===== config.mk =====
export PLATFORM = sky130hd
export DESIGN_NAME = flags_unit
export DESIGN_NICKNAME = d
export VERILOG_FILES = /design/src/rtl/flags_unit.sv
export SDC_FILE = /design/constraint.sdc
export NUM_CORES = 1
export LEC_CHECK = 0
export CORE_ASPECT_RATIO = 0.75
export CORE_UTILIZATION = 30
export CTS_BUF_LIST = sky130_fd_sc_hd__clkbuf_2 sky130_fd_sc_hd__clkbuf_4 sky130_fd_sc_hd__clkbuf_8
export CTS_CLUSTER_SIZE = 16
export DETAILED_ROUTE_END_ITERATION = 8
export PLACE_DENSITY_LB_ADDON = 0.05
export SLEW_MARGIN = 40
export SYNTH_ARGS = -nofsm -noshare
export SYNTH_HDL_FRONTEND = slang
export SYNTH_SLANG_ARGS = --single-unit
export TNS_END_PERCENT = 100

===== constraint.sdc =====
create_clock -name sys_clk -period 1.21 [get_ports sys_clk]
set_input_delay 0.242 -clock sys_clk [delete_from_list [all_inputs] [get_ports sys_clk]]
set_output_delay 0.242 -clock sys_clk [all_outputs]
set_load 0.01 [all_outputs]

===== src/rtl/flags_unit.sv =====
// flags_unit: architectural NZCV flag register with a single-level saved
// copy (SPSR) used across exception entry and return.
//
// Ports
//   sys_clk       in   clock, all state updates on the rising edge
//   sys_rst_n     in   asynchronous active-low reset
//   Flags_in      in   [3:0] new NZCV from Execute ([3]=N [2]=Z [1]=C [0]=V)
//   FlagWrite     in   [1:0] group write enables: [1]=N,Z  [0]=C,V
//   StallE        in   Execute stalled; suppresses FlagWrite only
//   FlagLoad      in   full NZCV write from FlagLoadData (wins over FlagWrite)
//   FlagLoadData  in   [3:0] value for FlagLoad
//   ExcEntry      in   one-cycle exception entry request
//   ExcReturn     in   one-cycle exception return request
//   FlagsE        out  [3:0] current NZCV (registered)
//   SavedFlags    out  [3:0] SPSR contents (registered)
//   InExc         out  1 while the FSM is in EXC (exposes FSM state)
//   ExcErr        out  registered one-cycle pulse for an illegal request
//
// Request semantics: ExcEntry/ExcReturn are single-cycle pulses with no
// handshake; each is fully resolved on the edge where it is sampled.
module flags_unit (
  input  logic       sys_clk,
  input  logic       sys_rst_n,
  input  logic [3:0] Flags_in,
  input  logic [1:0] FlagWrite,
  input  logic       StallE,
  input  logic       FlagLoad,
  input  logic [3:0] FlagLoadData,
  input  logic       ExcEntry,
  input  logic       ExcReturn,
  output logic [3:0] FlagsE,
  output logic [3:0] SavedFlags,
  output logic       InExc,
  output logic       ExcErr
);

  typedef enum logic {
    RUN = 1'b0,
    EXC = 1'b1
  } state_t;

  state_t     state_q, state_d;
  logic [3:0] nzcv_q, nzcv_d;
  logic [3:0] spsr_q, spsr_d;
  logic       exc_err_q, exc_err_d;

  logic [3:0] merged_flags;
  logic       req_both;
  logic       entry_ok;
  logic       return_ok;

  // State register (FSM plus datapath registers).
  always_ff @(posedge sys_clk or negedge sys_rst_n) begin
    if (!sys_rst_n) begin
      state_q   <= RUN;
      nzcv_q    <= 4'b0000;
      spsr_q    <= 4'b0000;
      exc_err_q <= 1'b0;
    end else begin
      state_q   <= state_d;
      nzcv_q    <= nzcv_d;
      spsr_q    <= spsr_d;
      exc_err_q <= exc_err_d;
    end
  end

  // Value NZCV would take from ordinary writes alone. Entry snapshots this
  // merged value, so a flag-setting instruction retiring in the same cycle
  // as the exception is not lost.
  always_comb begin
    merged_flags = nzcv_q;
    if (!StallE) begin
      if (FlagWrite[1]) merged_flags[3:2] = Flags_in[3:2];
      if (FlagWrite[0]) merged_flags[1:0] = Flags_in[1:0];
    end
    if (FlagLoad) merged_flags = FlagLoadData;
  end

  // Next-state logic. Simultaneous entry+return is always an error and
  // neither request takes effect.
  always_comb begin
    req_both  = ExcEntry & ExcReturn;
    entry_ok  = 1'b0;
    return_ok = 1'b0;
    exc_err_d = 1'b0;
    state_d   = state_q;
    unique case (state_q)
      RUN: begin
        if (req_both) begin
          exc_err_d = 1'b1;
        end else if (ExcEntry) begin
          entry_ok = 1'b1;
          state_d  = EXC;
        end else if (ExcReturn) begin
          exc_err_d = 1'b1;
        end
      end
      EXC: begin
        if (req_both) begin
          exc_err_d = 1'b1;
        end else if (ExcReturn) begin
          return_ok = 1'b1;
          state_d   = RUN;
        end else if (ExcEntry) begin
          exc_err_d = 1'b1;
        end
      end
      default: state_d = RUN;
    endcase
  end

  // Output / datapath logic. A valid return overrides any write this cycle.
  always_comb begin
    nzcv_d = merged_flags;
    spsr_d = spsr_q;
    if (entry_ok)  spsr_d = merged_flags;
    if (return_ok) nzcv_d = spsr_q;
  end

  assign FlagsE     = nzcv_q;
  assign SavedFlags = spsr_q;
  assign InExc      = (state_q == EXC);
  assign ExcErr     = exc_err_q;

endmodule


==> results.md <==
- Clock-pin slew on the worst setup and hold paths: about 60 ps
- Pre-CTS setup slack: -387 ps
- FF+latch count, synth: 10
- Tightest Hold Check Type: input pin to async pin
- Clk_lat worst skew: 260 ps
- Crit start category: input pin
- N_diodes: 0
- Peak VDD IR: roughly 0.76 mV
- Final net count: 103
- Slew Limit Fails: 0
- I/O Pins: 26
- CORE AREA: about 1500 um^2
- Starting DRC count in detailed routing: 7
- Total wire length: 1190 um
- Starting Density: between 30% and 40%
- Antenna violations before repair: 0
- FP Rows: 12
- Post-synthesis cell area: about 520 um^2
- DRT Pass-1 Iters: 3
- Most frequent cells in the layout: nor2_1 (16), clkdlybuf4s50_1 (13), dlygate4sd2_1 (12)
- Critical path required time: ~1400 ps
- Deepest clock path buffer count: 2
- Seq/Total Area, Yosys: 48.1%
- CTS Hold Buffers Added: 0
- CP max stage cell: clkdlybuf4s50_1
- Inserted Clock Buffers: 3
- Crit path DAT: between 1000 and 1500 ps
- Routed via count: roughly 480
- Pwr per Cell Area: between 1000 and 1500 nW/um^2
- Status: completed
- Cells along the critical path: clkdlybuf4s50_1 > nor2b_1 > mux2i_1 > a22o_1
- Die width: ~50 um
- Area of the die: approximately 1900 um^2
- Min Clock Period, post-route: around 1200 ps
- Post-Syn Nets: about 70
- CP endpoint kind: flip-flop
- DRC: 0
- Final setup skew: 2.95 ps
- Crit-path max FO: 2
- WS Path Type: input pin to flip-flop
- Commonest non-fill, non-tap cell in the layout: nor2_1
- Vias in the first global route: approximately 420
- Final hold slack: about 260 ps
- Gr ovfl total: 0
- Layout area overhead: 62.7%
- Mapped Cells: between 50 and 60
- RSZ-0062 raised after global routing: yes
- Vias/cell: approximately 4.5
- Wire per inst: approximately 11 um
- HPWL after DPL: roughly 860 um
- Share of cells above drive strength 1: between 10% and 20%
- Max-Cap Viols: 0
- Worst Tran Pin Value: between 200 and 250 ps
- Die height: ~38 um
- PortBufs: 25
- Syn_area_per_cell: between 9 and 10 um^2
- Setup tns final: 0 ps
- Synth unique cells: 13
- First-pass GRT wire length: between 1500 and 2000 um
- Slew HR: between 80% and 90%
- CTS HTree Levels: 1
- Leak Pwr: around 0.0004 uW
- DRT antenna net count: 0
- Pin count of the biggest net entering global routing: 13
- CP max stage delay: 440 ps
- Final period util: between 90% and 100%
- Root buffer cell: clkbuf_4
- GRT Overall Usage: approximately 14%
- Synth warnings: 0
- Final setup fails: 0
- Final hold vios: 0
- Final worst slack: around 13 ps
- Peak Freq: about 840 MHz
- CTS tree: built
- CTS Sinks: 10
- Gpl congestion: 0.695
-- cells by family (layout without fill, tap and decap cells) --
group	count (synthesis)	in the layout	share of synthesized area, %
buf+inv	4	36	4.81
mux	4	4	7.69
compound gates	9	9	14.4
simple gates	25	25	23.1
flops	10	10	48.1
fa+ha+maj	1	1	1.92
-- worst max-delay path: cells and delay by family --
family,cells,cell delay [ps]
AO/OA/AOI/OAI,1,160
multiplexers,1,310
AND/OR/NAND/NOR,1,240
buffers and inverters,1,440
-- power breakdown --
part	internal [uW]	total [uW]	switching, uW
clock	115	220	105
combinational	195	327	132
sequential	390	420	29.6
-- path summary, 6_finish.rpt --
check	from	slack, ps	endpoint	cells past startpoint
hold reg to reg	SavedFlags[3]$_DFFE_PN0P_	540	FlagsE[3]$_DFF_PN0_	1
setup reg to reg	InExc$_DFF_PN0_	40	SavedFlags[1]$_DFFE_PN0P_	2
setup / recovery	FlagWrite[0]	10	FlagsE[0]$_DFF_PN0_	4
max in group asynchronous	sys_rst_n	800	SavedFlags[2]$_DFFE_PN0P_	2
min in group sys_clk	ExcEntry	460	ExcErr$_DFF_PN0_	4
hold / removal	sys_rst_n	260	ExcErr$_DFF_PN0_	2
-- Yosys cell counts --
cell type	instances	share of area, %
nor2b_1	6	7.2
nor2_1	16	12
a22o_1	8	13
nand2_1	1	0.72
mux2i_1	4	7.7
or3b_1	1	1.7
maj3_1	1	1.9
buf_6	1	2.2
and3b_2	1	1.9
buf_2	2	1.9
o21ai_0	1	0.96
dfrtp_1	10	48
inv_1	1	0.72
-- sequential cells by signal (all words and copies together), names as in the netlist --
signal	flops
FlagsE	4
SavedFlags	4
ExcErr	1
InExc	1
-- routing by layer --
layer / track usage [%] / up-vias / wire length (um)
met3: 5.16 / 2 / 94
met1: 18.4 / 210 / 598
met5: 0 / - / 0
met4: 8.57 / 0 / 21
met2: 21.0 / 18 / 480
li1: - / 249 / -
-- per-stage QoR --
step	total power (uW)	cells	util (%)	cell area, um^2
after global placement	758	100	52.1	806
after CTS	938	103	52.8	816
after floorplan	563	53	-	520
after detailed placement	758	100	52.1	806
after global routing	1020	106	54.8	847
final	967	106	54.8	847
-- cell type report --
class / count / area [um^2]
flip-flops and latches: 10 / 250
clock buffers: 3 / 22.5
repair buffers: 32 / 288
multi-input cells: 39 / 256
fillers: 144 / 699
inverters: 1 / 3.75
well taps: 21 / 26.3
-- what timing repair did --
action	4_1_cts	5_1_grt
pin swaps	2	2
resized for setup	13	3
setup endpoints to repair	18	12
buffers inserted	0	3
No activity file was read; power rests on OpenSTA's default activity.
